**src/rtl/mblk_scan_addr_gen_if.sv**
```systemverilog
// Address stream interface of mblk_scan_addr_gen: one pixel address per
// valid/ready handshake, with frame coordinates and block position flags.
// The master drives the address stream, the slave returns iAddrReady.
interface mblk_scan_addr_gen_if #(
  parameter int P_DIM_W  = 12,
  parameter int P_ADDR_W = 24
);
  logic                oAddrValid;
  logic                iAddrReady;
  logic [P_ADDR_W-1:0] oAddr;
  logic [P_DIM_W-1:0]  oX;
  logic [P_DIM_W-1:0]  oY;
  logic                oFirstInBlk;
  logic                oLastInBlk;
  logic                oLastInFrame;

  modport master (
    output oAddrValid, oAddr, oX, oY, oFirstInBlk, oLastInBlk, oLastInFrame,
    input  iAddrReady
  );

  modport slave (
    input  oAddrValid, oAddr, oX, oY, oFirstInBlk, oLastInBlk, oLastInFrame,
    output iAddrReady
  );
endinterface

```
**src/rtl/mblk_scan_addr_gen.sv**
```systemverilog
// Macroblock scan address generator. Walks a raster-stored frame in
// macroblock order (blocks raster across the frame, pixels raster inside
// each block) and emits one pixel address per handshake.
// Optional feature macro: MBLK_CLIP_EN -- when defined, partial blocks at
// the right/bottom edges are emitted clipped to the frame; when undefined,
// only whole blocks are emitted.
// Addresses are built incrementally from row-base registers (adders only).
// Assumes P_DIM_W >= 8 and P_ADDR_W > P_DIM_W.
module mblk_scan_addr_gen #(
  parameter int P_DIM_W  = 12,
  parameter int P_ADDR_W = 24
) (
  input  logic                iClk,
  input  logic                iRstN,
  input  logic                iStart,
  input  logic [1:0]          iMbType,
  input  logic [P_DIM_W-1:0]  iFrameW,
  input  logic [P_DIM_W-1:0]  iFrameH,
  input  logic [P_ADDR_W-1:0] iStride,
  input  logic [P_ADDR_W-1:0] iBaseAddr,
  output logic                oBusy,
  output logic                oDone,
  mblk_scan_addr_gen_if.master addr_if
);

  // Dimension arithmetic is done two bits wider so block-edge sums never wrap.
  localparam int LP_EXT_W = P_DIM_W + 2;
  localparam logic [LP_EXT_W-1:0] LP_ONE_EXT  = 1;
  localparam logic [P_DIM_W-1:0]  LP_ONE_DIM  = 1;
  localparam logic [P_ADDR_W-1:0] LP_ONE_ADDR = 1;
  localparam logic [5:0]          LP_ONE_OFS  = 1;

  typedef enum logic [1:0] {
    S_IDLE = 2'd0,
    S_RUN  = 2'd1,
    S_DONE = 2'd2
  } state_t;

  state_t r_state;
  state_t w_state_next;

  // Latched frame configuration
  logic [6:0]          r_blk_sz;
  logic [P_DIM_W-1:0]  r_frame_w;
  logic [P_DIM_W-1:0]  r_frame_h;
  logic [P_ADDR_W-1:0] r_stride;

  // Scan position
  logic [P_DIM_W-1:0]  r_blk_x0;      // x of current block's left column
  logic [P_DIM_W-1:0]  r_blk_y0;      // y of current block row's top line
  logic [5:0]          r_px;          // x offset inside block
  logic [5:0]          r_py;          // y offset inside block
  logic [P_DIM_W-1:0]  r_x;
  logic [P_DIM_W-1:0]  r_y;
  logic [P_ADDR_W-1:0] r_addr;
  logic [P_ADDR_W-1:0] r_row_base;    // base + r_y * stride
  logic [P_ADDR_W-1:0] r_blkrow_base; // base + r_blk_y0 * stride

  // Start-time decode
  logic [6:0]          w_start_sz;
  logic [LP_EXT_W-1:0] w_start_sz_ext;
  logic                w_start_zero;

  // Current-block geometry
  logic [LP_EXT_W-1:0] w_blk_ext;
  logic [LP_EXT_W-1:0] w_bx0_ext;
  logic [LP_EXT_W-1:0] w_by0_ext;
  logic [LP_EXT_W-1:0] w_fw_ext;
  logic [LP_EXT_W-1:0] w_fh_ext;
  logic [LP_EXT_W-1:0] w_bw;
  logic [LP_EXT_W-1:0] w_bh;
  logic                w_last_bcol;
  logic                w_last_brow;
  logic                w_px_last;
  logic                w_py_last;
  logic                w_run;
  logic                w_fire;
  logic                w_last_frame;

  logic [P_DIM_W-1:0]  w_blk_dim;
  logic [P_DIM_W-1:0]  w_bx_next;
  logic [P_ADDR_W-1:0] w_row_next;

  assign w_start_sz_ext = {{(LP_EXT_W-7){1'b0}}, w_start_sz};
  assign w_blk_ext      = {{(LP_EXT_W-7){1'b0}}, r_blk_sz};
  assign w_blk_dim      = {{(P_DIM_W-7){1'b0}}, r_blk_sz};
  assign w_bx0_ext      = {2'b00, r_blk_x0};
  assign w_by0_ext      = {2'b00, r_blk_y0};
  assign w_fw_ext       = {2'b00, r_frame_w};
  assign w_fh_ext       = {2'b00, r_frame_h};

`ifdef MBLK_CLIP_EN
  // Edge blocks shrink to whatever remains of the frame.
  logic [LP_EXT_W-1:0] w_rem_w;
  logic [LP_EXT_W-1:0] w_rem_h;
  assign w_rem_w      = w_fw_ext - w_bx0_ext;
  assign w_rem_h      = w_fh_ext - w_by0_ext;
  assign w_bw         = (w_rem_w < w_blk_ext) ? w_rem_w : w_blk_ext;
  assign w_bh         = (w_rem_h < w_blk_ext) ? w_rem_h : w_blk_ext;
  assign w_last_bcol  = (w_bx0_ext + w_blk_ext) >= w_fw_ext;
  assign w_last_brow  = (w_by0_ext + w_blk_ext) >= w_fh_ext;
  assign w_start_zero = (iFrameW == '0) || (iFrameH == '0);
`else
  // Only whole blocks: a block column/row is last when the next one would
  // not fit entirely inside the frame.
  assign w_bw         = w_blk_ext;
  assign w_bh         = w_blk_ext;
  assign w_last_bcol  = (w_bx0_ext + (w_blk_ext << 1)) > w_fw_ext;
  assign w_last_brow  = (w_by0_ext + (w_blk_ext << 1)) > w_fh_ext;
  assign w_start_zero = ({2'b00, iFrameW} < w_start_sz_ext) ||
                        ({2'b00, iFrameH} < w_start_sz_ext);
`endif

  assign w_px_last    = ({{(LP_EXT_W-6){1'b0}}, r_px} == (w_bw - LP_ONE_EXT));
  assign w_py_last    = ({{(LP_EXT_W-6){1'b0}}, r_py} == (w_bh - LP_ONE_EXT));
  assign w_run        = (r_state == S_RUN);
  assign w_fire       = w_run && addr_if.iAddrReady;
  assign w_last_frame = w_px_last && w_py_last && w_last_bcol && w_last_brow;

  assign w_bx_next  = r_blk_x0 + w_blk_dim;
  assign w_row_next = r_row_base + r_stride;

  // Decode the requested block edge length.
  always_comb begin
    w_start_sz = 7'd8;
    case (iMbType)
      2'b00:   w_start_sz = 7'd8;
      2'b11:   w_start_sz = 7'd16;
      2'b10:   w_start_sz = 7'd32;
      default: w_start_sz = 7'd64;
    endcase
  end

  // FSM state register.
  always_ff @(posedge iClk or negedge iRstN) begin
    if (!iRstN) begin
      r_state <= S_IDLE;
    end else begin
      r_state <= w_state_next;
    end
  end

  // FSM next-state: start -> RUN (or straight to DONE for an empty frame),
  // final handshake -> DONE, DONE lasts exactly one cycle.
  always_comb begin
    w_state_next = r_state;
    case (r_state)
      S_IDLE: begin
        if (iStart) begin
          w_state_next = w_start_zero ? S_DONE : S_RUN;
        end
      end
      S_RUN: begin
        if (w_fire && w_last_frame) begin
          w_state_next = S_DONE;
        end
      end
      S_DONE:  w_state_next = S_IDLE;
      default: w_state_next = S_IDLE;
    endcase
  end

  // Latch frame configuration on an accepted start; ignored while busy.
  always_ff @(posedge iClk or negedge iRstN) begin
    if (!iRstN) begin
      r_blk_sz  <= 7'd8;
      r_frame_w <= '0;
      r_frame_h <= '0;
      r_stride  <= '0;
    end else if ((r_state == S_IDLE) && iStart) begin
      r_blk_sz  <= w_start_sz;
      r_frame_w <= iFrameW;
      r_frame_h <= iFrameH;
      r_stride  <= iStride;
    end
  end

  // Scan position and address: step x inside block, then next block line,
  // then next block right, then next block row down.
  always_ff @(posedge iClk or negedge iRstN) begin
    if (!iRstN) begin
      r_blk_x0      <= '0;
      r_blk_y0      <= '0;
      r_px          <= '0;
      r_py          <= '0;
      r_x           <= '0;
      r_y           <= '0;
      r_addr        <= '0;
      r_row_base    <= '0;
      r_blkrow_base <= '0;
    end else if ((r_state == S_IDLE) && iStart) begin
      r_blk_x0      <= '0;
      r_blk_y0      <= '0;
      r_px          <= '0;
      r_py          <= '0;
      r_x           <= '0;
      r_y           <= '0;
      r_addr        <= iBaseAddr;
      r_row_base    <= iBaseAddr;
      r_blkrow_base <= iBaseAddr;
    end else if (w_fire) begin
      if (!w_px_last) begin
        r_px   <= r_px + LP_ONE_OFS;
        r_x    <= r_x + LP_ONE_DIM;
        r_addr <= r_addr + LP_ONE_ADDR;
      end else if (!w_py_last) begin
        r_px       <= '0;
        r_py       <= r_py + LP_ONE_OFS;
        r_x        <= r_blk_x0;
        r_y        <= r_y + LP_ONE_DIM;
        r_row_base <= w_row_next;
        r_addr     <= w_row_next + {{(P_ADDR_W-P_DIM_W){1'b0}}, r_blk_x0};
      end else if (!w_last_bcol) begin
        r_px       <= '0;
        r_py       <= '0;
        r_blk_x0   <= w_bx_next;
        r_x        <= w_bx_next;
        r_y        <= r_blk_y0;
        r_row_base <= r_blkrow_base;
        r_addr     <= r_blkrow_base + {{(P_ADDR_W-P_DIM_W){1'b0}}, w_bx_next};
      end else if (!w_last_brow) begin
        // Non-final block rows are always full height, so the next block
        // row starts on the line directly below the current one.
        r_px          <= '0;
        r_py          <= '0;
        r_blk_x0      <= '0;
        r_blk_y0      <= r_blk_y0 + w_blk_dim;
        r_x           <= '0;
        r_y           <= r_y + LP_ONE_DIM;
        r_row_base    <= w_row_next;
        r_blkrow_base <= w_row_next;
        r_addr        <= w_row_next;
      end
    end
  end

  assign oBusy                = w_run;
  assign oDone                = (r_state == S_DONE);
  assign addr_if.oAddrValid   = w_run;
  assign addr_if.oAddr        = r_addr;
  assign addr_if.oX           = r_x;
  assign addr_if.oY           = r_y;
  assign addr_if.oFirstInBlk  = w_run && (r_px == '0) && (r_py == '0);
  assign addr_if.oLastInBlk   = w_run && w_px_last && w_py_last;
  assign addr_if.oLastInFrame = w_run && w_last_frame;

endmodule

```
**src/flat_wrapper.sv**
```systemverilog
// flat-port wrapper written by rule: the top's interface ports become plain ports
module mblk_scan_addr_gen_flat 
#(
  parameter int P_DIM_W  = 12,
  parameter int P_ADDR_W = 24
)
  (iClk, iRstN, iStart, iMbType, iFrameW, iFrameH, iStride, iBaseAddr, oBusy, oDone, addr_if_oAddrValid, addr_if_oAddr, addr_if_oX, addr_if_oY, addr_if_oFirstInBlk, addr_if_oLastInBlk, addr_if_oLastInFrame, addr_if_iAddrReady);
  mblk_scan_addr_gen_if #(.P_DIM_W(P_DIM_W), .P_ADDR_W(P_ADDR_W)) addr_if_i ();
  input  logic iClk;
  input  logic iRstN;
  input  logic iStart;
  input  logic [1:0] iMbType;
  input  logic [P_DIM_W-1:0] iFrameW;
  input  logic [P_DIM_W-1:0] iFrameH;
  input  logic [P_ADDR_W-1:0] iStride;
  input  logic [P_ADDR_W-1:0] iBaseAddr;
  output logic oBusy;
  output logic oDone;
  output wire logic [$bits(addr_if_i.oAddrValid)-1:0] addr_if_oAddrValid;
  output wire logic [$bits(addr_if_i.oAddr)-1:0] addr_if_oAddr;
  output wire logic [$bits(addr_if_i.oX)-1:0] addr_if_oX;
  output wire logic [$bits(addr_if_i.oY)-1:0] addr_if_oY;
  output wire logic [$bits(addr_if_i.oFirstInBlk)-1:0] addr_if_oFirstInBlk;
  output wire logic [$bits(addr_if_i.oLastInBlk)-1:0] addr_if_oLastInBlk;
  output wire logic [$bits(addr_if_i.oLastInFrame)-1:0] addr_if_oLastInFrame;
  input wire logic [$bits(addr_if_i.iAddrReady)-1:0] addr_if_iAddrReady;
  assign addr_if_oAddrValid = addr_if_i.oAddrValid;
  assign addr_if_oAddr = addr_if_i.oAddr;
  assign addr_if_oX = addr_if_i.oX;
  assign addr_if_oY = addr_if_i.oY;
  assign addr_if_oFirstInBlk = addr_if_i.oFirstInBlk;
  assign addr_if_oLastInBlk = addr_if_i.oLastInBlk;
  assign addr_if_oLastInFrame = addr_if_i.oLastInFrame;
  assign addr_if_i.iAddrReady = addr_if_iAddrReady;
  mblk_scan_addr_gen #(.P_DIM_W(P_DIM_W), .P_ADDR_W(P_ADDR_W)) u_core (.iClk(iClk), .iRstN(iRstN), .iStart(iStart), .iMbType(iMbType), .iFrameW(iFrameW), .iFrameH(iFrameH), .iStride(iStride), .iBaseAddr(iBaseAddr), .oBusy(oBusy), .oDone(oDone), .addr_if(addr_if_i));
endmodule
```
**config.mk**
```make
export PLATFORM = sky130hd
export DESIGN_NAME = mblk_scan_addr_gen_flat
export DESIGN_NICKNAME = d
export VERILOG_FILES = /design/src/rtl/mblk_scan_addr_gen_if.sv /design/src/rtl/mblk_scan_addr_gen.sv /design/src/flat_wrapper.sv
export SDC_FILE = /design/constraint.sdc
export NUM_CORES = 1
export LEC_CHECK = 0
export CORE_ASPECT_RATIO = 0.6
export CORE_UTILIZATION = 50
export DETAILED_ROUTE_END_ITERATION = 10
export PLACE_DENSITY = 0.8
export SYNTH_ARGS = -nofsm -noshare
export SYNTH_HDL_FRONTEND = slang
export SYNTH_SLANG_ARGS = --single-unit
```
**constraint.sdc**
```tcl
create_clock -name iClk -period 6.78 [get_ports iClk]
set_input_delay 1.017 -clock iClk [delete_from_list [all_inputs] [get_ports iClk]]
set_output_delay 1.017 -clock iClk [all_outputs]
set_load 0.01 [all_outputs]
```
==> results of run 1 <==
-- report_power, final --
part	switching, mW	total, mW	internal (mW)
clock network	0.459	1.05	0.592
logic	3.10	5.16	2.06
registers	0.454	1.95	1.50
total	4.02	8.17	4.15
-- kinds of logic after synthesis --
group                    synth area share, %
flip-flops                              33.1
adder cells (fa/ha/maj)                 10.1
AND/OR/NAND/NOR                         22.3
multiplexers                            1.46
AO/OA/AOI/OAI                           23.1
buffers and inverters                   4.00
XOR/XNOR                                5.81
-- layout by cell type, fill, tap and decap left out, types with 6 or more instances in the layout --
cell type | Yosys | final
a211o_1 | 8 | 8
a211oi_1 | 17 | 17
a21o_1 | 23 | 23
a21oi_1 | 120 | 119
a221oi_1 | 7 | 7
a31oi_1 | 32 | 31
and2_1 | 11 | 11
and3_1 | 31 | 31
buf_4 | 2 | 16
clkbuf_16 | 0 | 17
clkbuf_8 | 0 | 6
clkdlybuf4s50_1 | 0 | 130
dfrtp_1 | 182 | 182
fa_1 | 7 | 7
ha_1 | 101 | 101
inv_1 | 55 | 55
mux2i_1 | 19 | 19
nand2_1 | 276 | 275
nand2b_1 | 11 | 11
nand3_1 | 62 | 62
nand4_1 | 27 | 27
nor2_1 | 124 | 124
nor2b_1 | 17 | 17
nor3_1 | 34 | 34
nor3b_1 | 15 | 15
nor4_1 | 11 | 11
o2111ai_1 | 7 | 7
o211ai_1 | 38 | 38
o21a_1 | 19 | 19
o21ai_0 | 137 | 137
o21bai_1 | 7 | 7
o221ai_1 | 7 | 7
o22ai_1 | 7 | 7
o31ai_1 | 8 | 8
or3_1 | 12 | 12
xnor2_1 | 49 | 49
xor2_1 | 41 | 41
-- flip-flops by register name, indices dropped and copies added (netlist names) --
| name | flops |
|---|---|
| u_core.r_frame_w | 12 |
| u_core.r_blk_y0 | 9 |
| u_core.addr_if.oY | 12 |
| u_core.r_stride | 24 |
| u_core.r_blk_x0 | 12 |
| u_core.addr_if.oX | 12 |
| u_core.r_blk_sz | 4 |
| u_core.r_py | 6 |
| u_core.r_frame_h | 12 |
| u_core.r_state | 2 |
| u_core.addr_if.oAddr | 24 |
| u_core.r_px | 6 |
| u_core.r_blkrow_base | 24 |
| u_core.r_row_base | 24 |
-- area by class of cell --
cell class                 instances  area, um2
clock buffer                      25        505
clock inverter                     7       93.8
fill                            2388      10800
inverter                          55        206
multi-input combinational       1374       8740
sequential                       183       4580
tap                              360        450
timing repair buffer             149       1480
-- cells in the mapped netlist, drive strengths merged (5+ instances only) --
| master | n |
|---|---|
| a2111oi | 7 |
| a211o | 8 |
| a211oi | 19 |
| a21o | 23 |
| a21oi | 120 |
| a221oi | 7 |
| a31o | 5 |
| a31oi | 32 |
| and2 | 12 |
| and3 | 31 |
| buf | 16 |
| clkbuf | 72 |
| dfrtp | 182 |
| fa | 7 |
| ha | 101 |
| inv | 55 |
| mux2i | 19 |
| nand2 | 276 |
| nand2b | 11 |
| nand3 | 62 |
| nand3b | 5 |
| nand4 | 27 |
| nand4b | 5 |
| nor2 | 124 |
| nor2b | 17 |
| nor3 | 36 |
| nor3b | 15 |
| nor4 | 11 |
| o2111ai | 7 |
| o211ai | 40 |
| o21a | 19 |
| o21ai | 140 |
| o21bai | 7 |
| o221ai | 7 |
| o22ai | 7 |
| o31a | 5 |
| o31ai | 8 |
| or3 | 12 |
| xnor2 | 50 |
| xor2 | 41 |
-- final timing paths --
path,startpoint,endpoint,slack (ps)
hold / removal,iRstN,u_core.r_frame_h[8],480
min in group iClk,u_core.r_stride[7],u_core.r_stride[7],480
max in group asynchronous,iRstN,u_core.addr_if.oAddr[6],4950
setup reg to reg,u_core.r_row_base[1],u_core.addr_if.oAddr[20],1620
hold reg to reg,u_core.r_stride[7],u_core.r_stride[7],480
setup / recovery,u_core.r_blk_sz[3],addr_if_oLastInFrame,1030
-- critical path: stages (launching register included) --
cell	delay [ps]
dfstp_2	670
ha_1	220
inv_1	60
fa_1	400
nor2b_1	150
o21a_1	150
nor2_1	70
xnor2_1	130
ha_1	340
o21ai_0	100
nor2_1	100
o21ai_0	90
o211ai_1	400
and2_1	320
nand2_1	160
nor2_1	220
and2_1	170
clkdlybuf4s50_1	530
-- per-layer routing --
layer,global-route usage [%],up-vias,wire length (um)
met5,0,-,0
met4,9.03,0,911
met3,6.39,82,4170
met2,47.2,703,18400
met1,45.7,6629,20500
li1,-,6324,-
==> run_results.csv, run 1 <==
group,metric,value,unit
status,outcome,"finished clean",
placed_design,place_area,15500,um2
clock_network,cts_tree,"built",
global_routing,grt_util_all_layers,31.4,%
flow_run,maxCapViolCount,0,
drt,ant_nets,0,
logic_synthesis,yosys_warnings,0,
clock_network,cts_root_buf,"clkbuf_16",
logic_synthesis,yosys.area.top_type,"dfrtp_1",
sta,relSlewSlack,24.2,%
worst_hold_path,min_path_type,"in2async",
finish,final_net_count,1966,
clock_network,post_cts_resized,0,
finish,finish.utilization,59.9,%
global_routing,grt_overflow_total,0,
power_and_ir_drop,p_total,8.17,mW
setup_path,required,5760,ps
drt,num_vias,13700,
sta,final_max_slew_viol_count,0,
die,die_h,131,um
logic_synthesis,ys.flop_type,"dfrtp_1",
sta,finalSetupViolCount,0,
global_routing,grt_pass1_vias,12600,
clock_network,numCtsBuffers,17,
clock_network,ctsHoldBuffers,0,
logic_synthesis,syn_inst,1700,
die,initial_core_util,51.6,%
finish,fin_area,16100,um2
clock_network,cts_sinks,183,
placed_design,dp.cells,2121,
logic_synthesis,synth_area,13800,um2
logic_synthesis,synth.avg_cell_area,8.14,um2
finish,instances_no_fill,2153,
setup_path,worstPathArrival,4730,ps
logic_synthesis,ys_ff_latch,183,
sta,tightestPinTransition,1140,ps
sta,totalNegativeSetupSlack,0,ps
placed_design,dp_hpwl,32300,um
logic_synthesis,netlist.area_leader.share,32.9,%
logic_synthesis,async_flop_share,100,%
clock_network,clk_latency,470,ps
die,rows,46,
setup_path,start_kind,"flop",
clock_network,clockBufferDepth,2,
die,io_pins,132,
global_routing,grt_pass1_wl,69400,um
setup_path,rr_worst_depth,13,
clock_network,cts-htree-levels,4,
sta,timing_hold_violations_final,0,
finish,drive_gt1_share,4.13,%
sta,worst_slack,1030,ps
die,core_area,26800,um2
logic_synthesis,synth_edf_count,0,
clock_network,clk_pin_slew,70,ps
drt,first_iter_violations,1598,
sta,fin_worst_skew,13.9,ps
drt,viasPerCell,6.38,
drt,drt_pre_antenna_iters,5,
drt,drc,0,
logic_synthesis,yosys-top-cells-area,"dfrtp_1 33%, ha_1 9.1%, nand2_1 7.5%",
sta,holdWs,482,ps
finish,diodes,0,
placed_design,dpl_worst_slack,1630,ps
sta,rsz0062_at_grt,"no",
global_routing,antenna_found_initial,0,
drt,wl_per_cell,20.4,um
setup_path,cp-end-kind,"output pin",
logic_synthesis,seq_area_frac_synth,33.1,%
power_and_ir_drop,power_density,509,nW/um2
die,die_w,217,um
logic_synthesis,ys_types,80,
logic_synthesis,syn_nets,1886,
power_and_ir_drop,p_leak,7.01,nW
clock_network,postCtsSetupBuffers,0,
sta,period_share,84.8,%
drt,wl,44000,um
die,die-area,28400,um2
sta,period_minus_slack,5750,ps
finish,syn2layout_area_growth,16.0,%
placed_design,io_buffer_count,131,
placed_design,gp_congestion,0.987,
power_and_ir_drop,peakVddDrop,0.224,mV
global_routing,grt_max_degree,74,
sta,fmax,174,MHz
setup_path,crit_fanout,10,
setup_path,worstSetupPathType,"reg2out",
Note: power is estimated with default switching activity, not from simulation.
==> inputs of run 2 (changes only) <==
--- a/config.mk
+++ b/config.mk
@@ -8,7 +8,7 @@
 export CORE_ASPECT_RATIO = 0.6
 export CORE_UTILIZATION = 50
 export DETAILED_ROUTE_END_ITERATION = 10
-export PLACE_DENSITY = 0.8
+export PLACE_DENSITY = 0.83
 export SYNTH_ARGS = -nofsm -noshare
 export SYNTH_HDL_FRONTEND = slang
 export SYNTH_SLANG_ARGS = --single-unit
==> constraint.sdc (replaced) <==
create_clock -name iClk -period 5.16 [get_ports iClk]
set_input_delay 0.774 -clock iClk [delete_from_list [all_inputs] [get_ports iClk]]
set_output_delay 0.774 -clock iClk [all_outputs]
set_load 0.01 [all_outputs]
==> run 2 against run 1 <==
Die area unchanged. Count of clock-buffer cells in the layout fell by 5. Sequential share of layout area is 0.39 points lower. Clock power grew 24%. Final cell count up 1.3%. Worst setup slack lost 880 ps. Critical path depth is 1 higher. Wire length is 3.0% higher. Design area increased by 1.4%. Sequential power rose by 31%.
==> run_results.csv, run 2 (synthesized netlist as in run 1, its figures left out) <==
group,metric,value,unit
drt,viasPerCell,6.43,
finish,final_net_count,1995,
setup_path,crit_end,"u_core.addr_if.oAddr[12]",
sta,final_max_slew_viol_count,0,
setup_path,regToRegStartpoint,"u_core.r_blk_sz[3]",
setup_path,ff2ff_setup_slack,150,ps
sta,timing_hold_violations_final,0,
power_and_ir_drop,p_leak,7.18,nW
finish,instances_no_fill,2182,
power_and_ir_drop,power_density,680,nW/um2
placed_design,dpl_worst_slack,275,ps
clock_network,numCtsBuffers,17,
sta,finalSetupViolCount,0,
sta,fin_worst_skew,12.7,ps
sta,worst_slack,150,ps
die,die_h,131,um
placed_design,io_buffer_count,131,
drt,ant_nets,0,
clock_network,clockBufferDepth,2,
sta,totalNegativeSetupSlack,0,ps
clock_network,ctsHoldBuffers,0,
drt,wl_per_cell,20.7,um
flow_run,maxCapViolCount,0,
setup_path,worstPathArrival,5340,ps
drt,wl,45300,um
global_routing,grtUsageMet1,46.8,%
clock_network,clk_latency,460,ps
die,die_w,217,um
sta,period_minus_slack,5010,ps
drt,first_iter_violations,1816,
global_routing,grt_util_all_layers,32.1,%
global_routing,grt_max_degree,98,
die,core_area,26800,um2
global_routing,gr-usage-met2,47.1,%
global_routing,use_met3,7.25,%
setup_path,required,5490,ps
finish,final_cell_mix,"274 x nand2_1, 180 x dfrtp_1, 136 x o21ai_0",
drt,drc,0,
finish,drive_gt1_share,6.26,%
die,initial_core_util,51.6,%
sta,relSlewSlack,37.0,%
die,io_pins,132,
clock_network,cts_root_buf,"clkbuf_16",
clock_network,cts_tree,"built",
global_routing,busiest_layer,"met2",
clock_network,cts_sinks,183,
placed_design,gp_congestion,1.01,
sta,rsz0062_at_grt,"no",
setup_path,start_kind,"flop",
setup_path,r2r_end,"u_core.addr_if.oAddr[12]",
setup_path,rr_worst_depth,18,
power_and_ir_drop,peakVddDrop,0.348,mV
sta,fmax,200,MHz
placed_design,dp_hpwl,33100,um
drt,num_vias,14000,
sta,tightestPinTransition,945,ps
setup_path,cp-end-kind,"flop",
global_routing,grt_pass1_wl,70800,um
setup_path,crit_fanout,7,
finish,diodes,0,
global_routing,grt_pass1_vias,12700,
finish,final_common_cell,"nand2_1",
worst_hold_path,min_path_type,"in2async",
finish,syn2layout_area_growth,17.7,%
sta,period_share,97.1,%
setup_path,worstSetupPathType,"reg2reg",
global_routing,antenna_found_initial,0,
setup_path,cp-startpoint,"u_core.r_blk_sz[3]",
global_routing,grt_overflow_total,0,
drt,drt_pre_antenna_iters,6,
die,rows,46,
placed_design,dp.cells,2144,
clock_network,cts-htree-levels,4,
status,outcome,"finished clean",
clock_network,clk_pin_slew,70,ps
die,die-area,28400,um2
==> run 2: stage by stage <==
step	power, mW	hold WS [ps]	utilization (%)	cell area, um2
6_report	11.1	419	60.7	16300
5_1_grt	11.9	504	60.7	16300
4_1_cts	10.8	453	60.5	16200
3_5_place_dp	9.45	466	58.3	15600
3_3_place_gp	9.25	465	58.3	15600
2_1_floorplan	7.26	437	-	13800
==> run 2: layout make-up <==
cell class | instances | area [um2]
Fill cell | 2314 | 10500
Multi-Input combinational cell | 1374 | 8780
Sequential cell | 183 | 4580
Timing Repair Buffer | 178 | 1710
Clock buffer | 20 | 457
Tap cell | 360 | 450
Inverter | 55 | 206
Clock inverter | 12 | 103
==> run 2: report_power, final <==
part           switching (mW)  internal [mW]  leakage [nW]
clock                   0.613          0.689         0.280
combinational            4.30           2.91          4.60
sequential              0.590           1.97          2.30
total                    5.50           5.57          7.18
==> run 2: metal layers <==
layer	vias up	wire length, um
met5	-	0
met4	0	1090
met3	94	4930
met2	817	19000
met1	6736	20300
li1	6384	-
==> run 2: how the worst min path moves through the flow <==
stage                              startpoint                  end  cells after the start
final                                   iRstN  u_core.r_frame_h[0]                      1
after global routing       u_core.r_stride[4]   u_core.r_stride[4]                      2
after CTS                               iRstN   u_core.r_blk_y0[7]                      1
after detailed placement  u_core.r_frame_h[2]  u_core.r_frame_h[2]                      2
after global placement     u_core.r_stride[3]   u_core.r_stride[3]                      2
after floorplan           u_core.r_frame_h[2]  u_core.r_frame_h[2]                      2
==> run 2: worst max-delay path, cell delays in order (launching register included) <==
cell       delay [ps]
dfstp_2           390
buf_4             160
ha_1              210
fa_1              410
a21o_1            190
a21oi_1           240
nor2b_1           100
nand2_1            90
xor2_1            350
inv_1              80
ha_1              340
and3_1            270
a211o_1           350
o21ai_0           550
nand2b_1          230
a21oi_1           230
xnor2_1            90
a2111oi_0         480
o21ai_0           130
==> run 2: timing repair <==
item | 4_1_cts | 5_1_grt
setup endpoints to repair | 1 | 2
pin swaps | 1 | 3
buffers inserted | 2 | 4
gates resized for setup | 5 | 8
